<file path="config.mk">
export PLATFORM = sky130hd
export DESIGN_NAME = hazard_controller
export DESIGN_NICKNAME = d
export VERILOG_FILES = /design/src/rtl/hazard_pkg.sv /design/src/rtl/md_stall_counter.sv /design/src/rtl/hazard_controller.sv
export SDC_FILE = /design/constraint.sdc
export NUM_CORES = 1
export LEC_CHECK = 0
export BUFFER_PORTS_ARGS = -buffer_cell sky130_fd_sc_hd__buf_2
export CORE_MARGIN = 2
export CORE_UTILIZATION = 29
export CTS_CLUSTER_SIZE = 16
export DETAILED_ROUTE_END_ITERATION = 7
export GPL_TIMING_DRIVEN = 0
export PLACE_DENSITY = 0.61
export RECOVER_POWER = 50
export SLEW_MARGIN = 20
export SYNTH_ARGS = -nofsm -noshare
export SYNTH_HDL_FRONTEND = slang
export SYNTH_HIERARCHICAL = 1
export SYNTH_SLANG_ARGS = --single-unit
</file>
<file path="constraint.sdc">
create_clock -name clk -period 2.35 [get_ports clk]
set_input_delay 0.3525 -clock clk [delete_from_list [all_inputs] [get_ports clk]]
set_output_delay 0.3525 -clock clk [all_outputs]
set_load 0.005 [all_outputs]
</file>
<file path="src/rtl/hazard_pkg.sv">
// Shared types for the pipeline hazard controller.
// HAZARD_PERF_CNT_EN adds stall/flush perf counters to hazard_controller.
package hazard_pkg;

  localparam int REG_ADDR_W = 5;

  typedef enum logic {
    RUN,
    MD_WAIT
  } hazard_state_t;

  typedef struct packed {
    logic pc_en;
    logic if_id_en;
    logic id_ex_en;
    logic if_id_flush;
    logic id_ex_flush;
    logic ex_mem_flush;
  } hazard_ctrl_t;

  localparam hazard_ctrl_t CTRL_RUN    = hazard_ctrl_t'(6'b111_000);
  localparam hazard_ctrl_t CTRL_FREEZE = hazard_ctrl_t'(6'b000_001);
  localparam hazard_ctrl_t CTRL_BRANCH = hazard_ctrl_t'(6'b111_110);
  localparam hazard_ctrl_t CTRL_LDUSE  = hazard_ctrl_t'(6'b001_010);
  localparam hazard_ctrl_t CTRL_RESET  = hazard_ctrl_t'(6'b111_111);

  function automatic logic load_use(
    input logic [REG_ADDR_W-1:0] rs1,
    input logic [REG_ADDR_W-1:0] rs2,
    input logic                  rs1_used,
    input logic                  rs2_used,
    input logic [REG_ADDR_W-1:0] rd,
    input logic                  mem_read
  );
    return mem_read && (rd != '0) &&
           ((rs1_used && rs1 == rd) || (rs2_used && rs2 == rd));
  endfunction

endpackage

</file>
<file path="src/rtl/md_stall_counter.sv">
// EX-occupancy counter for multi-cycle MUL/DIV; flags the final cycle.
module md_stall_counter
  import hazard_pkg::*;
#(
  parameter int MD_LATENCY = 32,
  parameter int W = $clog2(MD_LATENCY) + 1
) (
  input  logic         clk,
  input  logic         reset,
  input  logic         load,
  input  logic         advance,
  input  logic         clear,
  output logic         tc,
  output logic [W-1:0] md_cnt
);

  always_ff @(posedge clk) begin
    if (reset || clear)
      md_cnt <= '0;
    else if (load)
      md_cnt <= W'(1);
    else if (advance)
      md_cnt <= md_cnt + W'(1);
  end

  assign tc = (md_cnt == W'(MD_LATENCY - 1));

endmodule

</file>
<file path="src/rtl/hazard_controller.sv">
// Load-use stall, branch flush and MUL/DIV freeze sequencing.
// Optional perf counters when HAZARD_PERF_CNT_EN is defined.
module hazard_controller
  import hazard_pkg::*;
#(
  parameter int MD_LATENCY = 32
) (
  input  logic                  clk,
  input  logic                  reset,
  input  logic [REG_ADDR_W-1:0] rs1_addr_ID,
  input  logic [REG_ADDR_W-1:0] rs2_addr_ID,
  input  logic                  rs1_used_ID,
  input  logic                  rs2_used_ID,
  input  logic [REG_ADDR_W-1:0] rd_addr_EX,
  input  logic                  mem_read_EX,
  input  logic                  muldiv_EX,
  input  logic                  branch_taken_EX,
  output logic                  pc_en,
  output logic                  if_id_en,
  output logic                  id_ex_en,
  output logic                  if_id_flush,
  output logic                  id_ex_flush,
  output logic                  ex_mem_flush,
  output logic                  md_busy,
`ifdef HAZARD_PERF_CNT_EN
  output logic [31:0]           stall_cycles,
  output logic [31:0]           flush_events,
`endif
  output logic                  md_done
);

  localparam int CW = $clog2(MD_LATENCY) + 1;

  hazard_state_t state;
  hazard_ctrl_t  ctrl;
  logic          tc;
  logic [CW-1:0] md_cnt;
  logic          ld_use;
  logic          in_run;
  logic          in_wait;
  logic          br_flush;

  assign in_run  = (state == RUN);
  assign in_wait = (state == MD_WAIT);
  assign ld_use  = load_use(rs1_addr_ID, rs2_addr_ID, rs1_used_ID,
                            rs2_used_ID, rd_addr_EX, mem_read_EX);

  md_stall_counter #(
    .MD_LATENCY(MD_LATENCY),
    .W(CW)
  ) u_cnt (
    .clk(clk),
    .reset(reset),
    .load(in_run && muldiv_EX),
    .advance(in_wait && !tc),
    .clear(in_wait && tc),
    .tc(tc),
    .md_cnt(md_cnt)
  );

  always_ff @(posedge clk) begin
    if (reset) begin
      state <= RUN;
    end else begin
      unique case (state)
        RUN:     if (muldiv_EX) state <= MD_WAIT;
        MD_WAIT: if (tc) state <= RUN;
        default: state <= RUN;
      endcase
    end
  end

  always_comb begin
    ctrl     = CTRL_RUN;
    md_busy  = in_wait;
    md_done  = 1'b0;
    br_flush = 1'b0;
    if (reset) begin
      ctrl    = CTRL_RESET;
      md_busy = 1'b0;
    end else if (in_wait) begin
      if (tc) md_done = 1'b1;
      else    ctrl = CTRL_FREEZE;
    end else begin
      priority case (1'b1)
        muldiv_EX: ctrl = CTRL_FREEZE;
        branch_taken_EX: begin
          ctrl     = CTRL_BRANCH;
          br_flush = 1'b1;
        end
        ld_use:  ctrl = CTRL_LDUSE;
        default: ctrl = CTRL_RUN;
      endcase
    end
  end

  assign pc_en        = ctrl.pc_en;
  assign if_id_en     = ctrl.if_id_en;
  assign id_ex_en     = ctrl.id_ex_en;
  assign if_id_flush  = ctrl.if_id_flush;
  assign id_ex_flush  = ctrl.id_ex_flush;
  assign ex_mem_flush = ctrl.ex_mem_flush;

`ifdef HAZARD_PERF_CNT_EN
  always_ff @(posedge clk) begin
    if (reset) begin
      stall_cycles <= '0;
      flush_events <= '0;
    end else begin
      if (!ctrl.pc_en) stall_cycles <= stall_cycles + 32'd1;
      if (br_flush)    flush_events <= flush_events + 32'd1;
    end
  end
`else
  logic unused_ok;
  assign unused_ok = ^{md_cnt, br_flush};
`endif

endmodule

</file>
==> results.md, run 1 <==
* Most frequent cells in the layout: 28 x buf_2, 12 x xor2_1, 7 x dfxtp_1, 6 x nor2_1, 4 x nand2_1
* Core Region at ~1700 um2
* Int Power at 0.227 mW
* DRC violations left at 0
* Post-DP HPWL at between 900 and 1000 um
* Synthesized netlist cell count at 61
* Total GRT Usage at between 10% and 20%
* Clock Skew at approximately 4.8 ps
* Largest net degree at the start of global routing at 7
* Dpl cells at 107
* Final nets at ~120
* Sw Share at between 20% and 30%
* Switching pwr at roughly 0.085 mW
* Syn avg cell area at 8.43 um2
* Die Span X at around 46 um
* Layout cell share with drive strength beyond 1 at 38.3%
* Maximum Capacitance Violations at 0
* First-pass GRT wire length at 1870 um
* Final Total Pwr at 0.313 mW
* Final hold violations at 0
* Register area share after synthesis at between 20% and 30%
* Ys Warns at 6
* RSZ-0062 raised after global routing: no
* Comb pwr share at about a quarter
* CTS Root Buffer Type: clkbuf_4
* Pins Over Slew Limit at 0
* WP data arrival at 1850 ps
* DRC violation total after the first TritonRoute iteration at 1
* Final wirelength at around 1100 um
* Clk pwr share at approximately a third
* Status: finished, final reports clean
* Port buffer count at 29
* Static Leak at between 0.3 and 0.4 nW
* Fin util at between 40% and 50%
* CTS tree: built
* Post-route insts no fill at 111
* Synth cell types at 26
* Worst Path Class, Setup: flip-flop to primary output
* Final min period at between 2000 and 2500 ps
* Top cell type by total area after synthesis: dfxtp_1
* Post-route setup TNS at 0 ps
* Synth top area cells: dfxtp_1 27%, xor2_1 20%, nor2_1 4.4%, nor2b_1 3.6%, or3_1 3.6%
* RePlAce Congestion at 0.785
* Fmax at approximately 450 MHz
* Top_reg_cell synth: dfxtp_1
* Die Area at approximately 2100 um2
* VDD IR-drop max at 0.191 mV
* # setup viols final at 0
* Top cell type's share of synthesized area at 27.3%
* Area growth, synth to finish at 38.2%
* CTS Buffer Depth at 2
* Crit Path Max Fanout at 4
* Post-route clock period utilization at between 90% and 100%
* Initial antenna violation count at 0
* Clock sinks at 7
* DR vias/cell at slightly below 5
* Skew-Pair Late Insertion Delay at approximately 250 ps
* Crit start category: flip-flop
* Row cnt at 15
* Vias in the first global route at 484
* Synthesized cell area at 514 um2
* Via count at ~530
* Congestion Overflow GR at 0
* DRT Pass-1 Iters at 2
* HP Class: input pin to flip-flop
* Req. time, crit path at about 2000 ps
* Post-CTS Setup Inserts at 0
* CTS H-tree depth at 1
* Crit end category: primary output
* N_diodes at 0
* CTS buffer count at 3
* FILL cells at between 150 and 200
* Post-synthesis register bit count at 7
* Sequential power share at a little over 40%
* PwrDens at ~440 nW/um2
* Die Span Y at 46.1 um
* Leading cell type in the layout, fill and taps excluded: buf_2
* Post-synth EDFFs at 0
* Worst slew pin tran at roughly 500 ps
* Worst slew margin relative to its limit at between 60 and 70%
* Async set-reset flop share out of synthesis at 0%
* Final ANT Viol Nets at 0
* Initial Util at a little under a third
* Worst-path clk slew at about 50 ps
* IO Count at 30
* WL/cell at 10.2 um
* Worst Hold Margin at between 300 and 400 ps
* Syn nets at 84
[metrics by stage]
step	worst slack, ps	cell area [um2]
6_report	150	711
5_1_grt	9.31	711
4_1_cts	107	707
3_5_place_dp	365	681
3_3_place_gp	368	681
2_1_floorplan	592	514
[path summary, 6_finish.rpt]
check	startpoint	end	slack (ps)	cells after the start
max	u_cnt/md_cnt[0]	pc_en	150	8
min	reset	u_cnt/md_cnt[0]	330	2
max reg2reg	u_cnt/md_cnt[0]	u_cnt/md_cnt[5]	440	7
min reg2reg	u_cnt/md_cnt[5]	u_cnt/md_cnt[5]	510	2
[sequential cells by signal, indices dropped and copies added (netlist names)]
name          cells
u_cnt/md_cnt      6
in_wait           1
[cell families (layout without fill, tap and decap cells)]
kind of cell	count (synthesis)	after routing	share of synthesized area (%)
flops	7	7	27.2
xor+xnor	14	14	23.8
mux	1	1	1.95
compound gates	7	7	10.5
fa+ha+maj	1	1	2.43
simple gates	28	28	31.1
buf+inv	3	36	2.92
[timing repair]
action	CTS	global route
gates resized for setup	0	1
setup endpoints to repair	0	3
hold buffers	0	0
[layer usage]
layer	GRT usage, %	up-vias	wire length, um
li1	-	279	-
met1	14.4	226	496
met2	19.2	28	502
met3	6.27	0	133
met4	3.43	0	0
met5	0	-	0
[synthesized netlist by cell type (2+ instances only)]
| cell type | n |
|---|---|
| a21oi_1 | 2 |
| and2_1 | 2 |
| dfxtp_1 | 7 |
| inv_1 | 2 |
| nand2_1 | 4 |
| nor2_1 | 6 |
| nor2b_1 | 3 |
| nor3_1 | 3 |
| or3_1 | 3 |
| xnor2_1 | 2 |
| xor2_1 | 12 |
[area by class of cell]
cell class	count	area, um2	share of cell area [%]
plain buffers	1	7.51	1.06
clock buffers	4	26.3	3.70
flip-flops and latches	7	140	19.7
repair buffers	29	144	20.2
well taps	17	21.3	2.99
inverters	2	7.51	1.06
multi-input cells	51	364	51.2
[worst max-delay path: stages (launching register included)]
cell and delay (ps):
dfxtp_1 330, ha_1 240, nand2_1 90, nor3_2 50, and2_1 190, nand2b_1 140, o31a_1 310, buf_4 130
buf_2 110
[power by group through the flow]
stage	Sequential, mW	Clock [mW]	Combinational, mW
4_1_cts	0.128	0.116	0.0767
3_5_place_dp	0.130	0	0.0761
6_report	0.128	0.110	0.0755
5_1_grt	0.128	0.123	0.0843
3_3_place_gp	0.130	0	0.0752
2_1_floorplan	0.129	0	0.0405
Power figures use the tool's default switching activity.
==> run 2, diff against run 1 <==
--- a/config.mk
+++ b/config.mk
@@ -8,10 +8,11 @@
 export BUFFER_PORTS_ARGS = -buffer_cell sky130_fd_sc_hd__buf_2
 export CORE_MARGIN = 2
 export CORE_UTILIZATION = 29
+export CTS_BUF_LIST = sky130_fd_sc_hd__clkbuf_16
 export CTS_CLUSTER_SIZE = 16
 export DETAILED_ROUTE_END_ITERATION = 7
 export GPL_TIMING_DRIVEN = 0
-export PLACE_DENSITY = 0.61
+export PLACE_DENSITY = 0.6
 export RECOVER_POWER = 50
 export SLEW_MARGIN = 20
 export SYNTH_ARGS = -nofsm -noshare
==> constraint.sdc (replaced) <==
create_clock -name clk -period 2.55 [get_ports clk]
set_input_delay 0.3825 -clock clk [delete_from_list [all_inputs] [get_ports clk]]
set_output_delay 0.3825 -clock clk [all_outputs]
set_load 0.005 [all_outputs]
==> results.md, run 2 (same netlist as run 1, synthesis figures left out) <==
* Status: finished, final reports clean
* Row cnt at 15
* Fin util at between 40% and 50%
* Worst Hold Margin at about 380 ps
* Maximum Capacitance Violations at 0
* Register area at about 140 um2
* DRC violations left at 0
* Worst-path clk slew at 40 ps
* Die Span X at 46.1 um
* IO Count at 30
* CTS H-tree depth at 1
* Final nets at roughly 120
* Worst setup margin at 244 ps
* CTS tree: built
* Layout cell share with drive strength beyond 1 at roughly 37%
* Int Power at about 0.36 mW
* Worst path max stage delay at 370 ps
* WL/cell at around 10 um
* Total GRT Usage at 13.6%
* Comb pwr share at 15.1%
* DRT Pass-1 Iters at 2
* CTS Root Buffer Type: clkbuf_16
* Sw Share at roughly 22%
* Clk pwr share at approximately three fifths
* Leading cell type in the layout, fill and taps excluded: buf_2
* Initial antenna violation count at 0
* Sequential power share at between 20 and 30%
* Pins Over Slew Limit at 0
* DRC violation total after the first TritonRoute iteration at 1
* Area growth, synth to finish at 47.4%
* Congestion Overflow GR at 0
* Crit start category: flip-flop
* Final wirelength at ~1100 um
* Pre-CTS setup slack at approximately 500 ps
* Static Leak at between 0.3 and 0.4 nW
* Resize count post-CTS at 0
* Initial Util at between 30 and 40%
* Most frequent cells in the layout: 27 x buf_2, 12 x xor2_1, 7 x dfxtp_1, 6 x nor2_1, 4 x nand2_1
* Skew-Pair Late Insertion Delay at approximately 230 ps
* Post-route clock period utilization at about nine tenths
* # setup viols final at 0
* Final min period at about 2300 ps
* DR vias/cell at around 4.8
* Worst Path Class, Setup: flip-flop to primary output
* Largest Register: u_cnt/md_cnt
* Clock Skew at roughly 3.6 ps
* Crit-path cells: ha_1, nand2_1, nor3_1, and2_0, nor3_1, inv_1, o31a_1, buf_4, buf_2
* Fmax at ~430 MHz
* Req. time, crit path at ~2200 ps
* CTS Hold Bufs at 0
* Vias in the first global route at a little under 500
* N_diodes at 0
* Most common cell type on the critical path: nor3_1
* Worst slew margin relative to its limit at a little over two thirds
* Post-DP HPWL at between 900 and 1000 um
* Multi-input gate area at about 360 um2
* Port buffer count at 29
* Dpl cells at around 110
* Final hold violations at 0
* Core Region at ~1700 um2
* Die Span Y at ~46 um
* Die Area at between 2000 and 2500 um2
* FILL cells at 175
* RSZ-0062 raised after global routing: no
* Post-route insts no fill at roughly 110
* HP Class: input pin to flip-flop
* Crit end category: primary output
* Crit Path Max Fanout at 4
* Worst slew pin tran at 458 ps
* Slowest CP cell: dfxtp_1
* VDD IR-drop max at approximately 0.24 mV
* PwrDens at 603 nW/um2
* Post-route setup TNS at 0 ps
* Max reg flops at 6
* Final ANT Viol Nets at 0
* Largest net degree at the start of global routing at 7
* WP data arrival at roughly 1900 ps
* Switching pwr at between 0.1 and 0.15 mW
* RePlAce Congestion at just over 0.8
* CTS Buffer Depth at 2
* Post-CTS Setup Inserts at 0
* CTS buffer count at 3
* Clock sinks at 7
* First-pass GRT wire length at between 1500 and 2000 um
* Via count at around 530
-- run 2: worst max-delay path: cells and delay by family, from the launching register on --
kind,cells,cell delay [ps]
flops,1,370
fa+ha+maj,1,220
simple gates,4,670
buf+inv,3,270
compound gates,1,150
-- run 2: metal layers --
metal | track usage [%] | share of wire [%] | vias to the layer above
met5 | 0 | 0 | -
met4 | 13.7 | 4.0 | 0
met3 | 3.53 | 8.4 | 4
met2 | 21.1 | 45 | 26
met1 | 14.5 | 43 | 222
li1 | - | - | 277
-- run 2: final timing paths --
| check | startpoint | end | slack, ps | depth (start not counted) |
|---|---|---|---|---|
| worst min register to register | u_cnt/md_cnt[5] | u_cnt/md_cnt[5] | 490 | 2 |
| worst max-delay path | u_cnt/md_cnt[0] | pc_en | 240 | 9 |
| worst max register to register | u_cnt/md_cnt[0] | u_cnt/md_cnt[5] | 680 | 7 |
| worst min-delay path | reset | u_cnt/md_cnt[0] | 380 | 2 |
-- run 2: area by class of cell --
class	count	share of cell area, %
Timing Repair Buffer	29	18.8
Multi-Input combinational cell	51	47.4
Clock buffer	3	9.90
Inverter	2	0.990
Clock inverter	1	0.660
Buffer	1	0.990
Tap cell	17	2.81
Sequential cell	7	18.5
-- run 2: through the flow --
stage	total power [mW]	instance area [um2]
6_report	0.457	758
5_1_grt	0.481	758
3_5_place_dp	0.190	681
4_1_cts	0.465	761
2_1_floorplan	0.156	514
3_3_place_gp	0.189	681
-- run 2: power groups by stage --
stage	clock, mW	sequential [mW]	combinational, mW
6_report	0.270	0.118	0.0690
4_1_cts	0.277	0.118	0.0707
2_1_floorplan	0	0.119	0.0373
5_1_grt	0.286	0.119	0.0768
3_3_place_gp	0	0.120	0.0694
3_5_place_dp	0	0.120	0.0701
==> run 3, diff against run 2 <==
--- a/config.mk
+++ b/config.mk
@@ -5,7 +5,7 @@
 export SDC_FILE = /design/constraint.sdc
 export NUM_CORES = 1
 export LEC_CHECK = 0
-export BUFFER_PORTS_ARGS = -buffer_cell sky130_fd_sc_hd__buf_2
+export BUFFER_PORTS_ARGS = -buffer_cell sky130_fd_sc_hd__clkbuf_2
 export CORE_MARGIN = 2
 export CORE_UTILIZATION = 29
 export CTS_BUF_LIST = sky130_fd_sc_hd__clkbuf_16
==> results.md, run 3 (same netlist as run 1, synthesis figures left out) <==
* Final nets at between 100 and 150
* Worst slew pin tran at 470 ps
* Core Region at between 1500 and 2000 um2
* Final min period at 2250 ps
* Skew-Pair Late Insertion Delay at roughly 230 ps
* Fin area at ~760 um2
* DR vias/cell at 4.71
* Die Area at between 2000 and 2500 um2
* Register area at 140 um2
* Area growth, synth to finish at 47.4%
* Crit end category: primary output
* Multi-input gate area at between 300 and 400 um2
* Post-DP HPWL at 967 um
* CTS H-tree depth at 1
* Fmax at ~440 MHz
* Largest net degree at the start of global routing at 7
* Largest Register: u_cnt/md_cnt
* Layout cell share with drive strength beyond 1 at between 30% and 40%
* Metal3 WL at about 110 um
* Req. time, crit path at around 2200 ps
* Clock sinks at 7
* Post-route clock period utilization at about nine tenths
* Clock Skew at about 0.45 ps
* DR top layer: met4
* CTS Hold Bufs at 0
* Final Total Pwr at 0.453 mW
* Port buffer count at 29
* First-pass GRT wire length at 1960 um
* Post-route setup TNS at 0 ps
* FILL cells at 174
* Die Span X at between 40 and 50 um
* CTS tree: built
* Final wirelength at about 1200 um
* CTS Buffer Depth at 2
* Dpl cell area at slightly below 700 um2
* Congestion Overflow GR at 0
* VDD IR-drop max at between 0.2 and 0.25 mV
* Crit start category: flip-flop
* M1 WL at between 500 and 600 um
* DRT Pass-1 Iters at 4
* Initial antenna violation count at 0
* Worst setup margin at roughly 300 ps
* Resize count post-CTS at 0
* RSZ-0062 raised after global routing: no
* Crit Path Max Fanout at 4
* Worst Path Class, Setup: flip-flop to primary output
* Status: finished, final reports clean
* CTS Root Buffer Type: clkbuf_16
* Leading cell type in the layout, fill and taps excluded: clkbuf_2
* N_diodes at 0
* HP Class: input pin to flip-flop
* Final hold violations at 0
* DRC violations left at 0
* WP data arrival at ~1900 ps
* Max reg flops at 6
* Maximum Capacitance Violations at 0
* Worst slew margin relative to its limit at approximately two thirds
* PwrDens at 597 nW/um2
* WL/cell at approximately 11 um
* RePlAce Congestion at between 0.7 and 0.8
* Post-CTS Setup Inserts at 0
* Pins Over Slew Limit at 0
* Initial Util at between 30% and 40%
* Pre-CTS setup slack at just over 500 ps
* Via count at about 520
* Worst Hold Margin at approximately 400 ps
* Worst-path clk slew at ~40 ps
* CTS buffer count at 3
* Row cnt at 15
* Final ANT Viol Nets at 0
* Static Leak at between 0.3 and 0.4 nW
* Vias in the first global route at 473
* Metal2 WL at 507 um
* IO Count at 30
* Total GRT Usage at between 10% and 20%
* Die Span Y at 46.1 um
* DRC violation total after the first TritonRoute iteration at 5
* # setup viols final at 0
* Most frequent cells in the layout: 28 x clkbuf_2, 12 x xor2_1, 7 x dfxtp_1, 6 x nor2_1, 4 x nand2_1
## run 3: changes by cell type in the layout (fill, tap and decap cells not counted)
| cell | change |
|---|---|
| buf_2 | -27 |
| clkbuf_1 | -1 |
| clkbuf_2 | +28 |
| clkinv_2 | -1 |
| inv_1 | +1 |
## run 3: final cells by class
type / instances / area share (%)
sequential: 7 / 18.5
tap: 17 / 2.81
inverter: 2 / 0.990
timing repair buffer: 29 / 19.0
clock buffer: 3 / 9.90
clock inverter: 1 / 0.495
multi-input combinational: 51 / 47.4
buffer: 1 / 0.990
## run 3: final timing paths
check	cells after the start	slack, ps	to	from
worst max-delay path	9	300	pc_en	u_cnt/md_cnt[0]
worst min-delay path	2	400	u_cnt/md_cnt[0]	reset
worst max register to register	7	680	u_cnt/md_cnt[5]	u_cnt/md_cnt[0]
worst min register to register	2	490	u_cnt/md_cnt[5]	u_cnt/md_cnt[5]
## run 3: power by group
part | leakage, nW | total [mW] | internal [mW] | switching [mW]
Sequential | 0.0571 | 0.119 | 0.114 | 0.00468
Combinational | 0.253 | 0.0694 | 0.0364 | 0.0330
Clock | 0.0423 | 0.265 | 0.204 | 0.0607
## run 3: stage by stage
| stage | util, % | std cells |
|---|---|---|
| after floorplan | - | 61 |
| after global placement | 40.3 | 107 |
| after detailed placement | 40.3 | 107 |
| after CTS | 45.0 | 111 |
| after global routing | 44.9 | 111 |
| final | 44.9 | 111 |
## run 3: per-layer routing
metal | global-route usage [%] | up-vias
met4 | 12.0 | 0
met1 | 15.9 | 211
li1 | - | 278
met5 | 0 | -
met3 | 2.75 | 5
met2 | 20.8 | 29
## run 3: critical path, stage by stage, from the launching register on
cell and delay (ps):
dfxtp_1 380, ha_1 210, nand2_1 60, nor3_1 230, and2_0 270, nor3_1 90, inv_1 70, o31a_1 150
buf_4 100, clkbuf_2 90
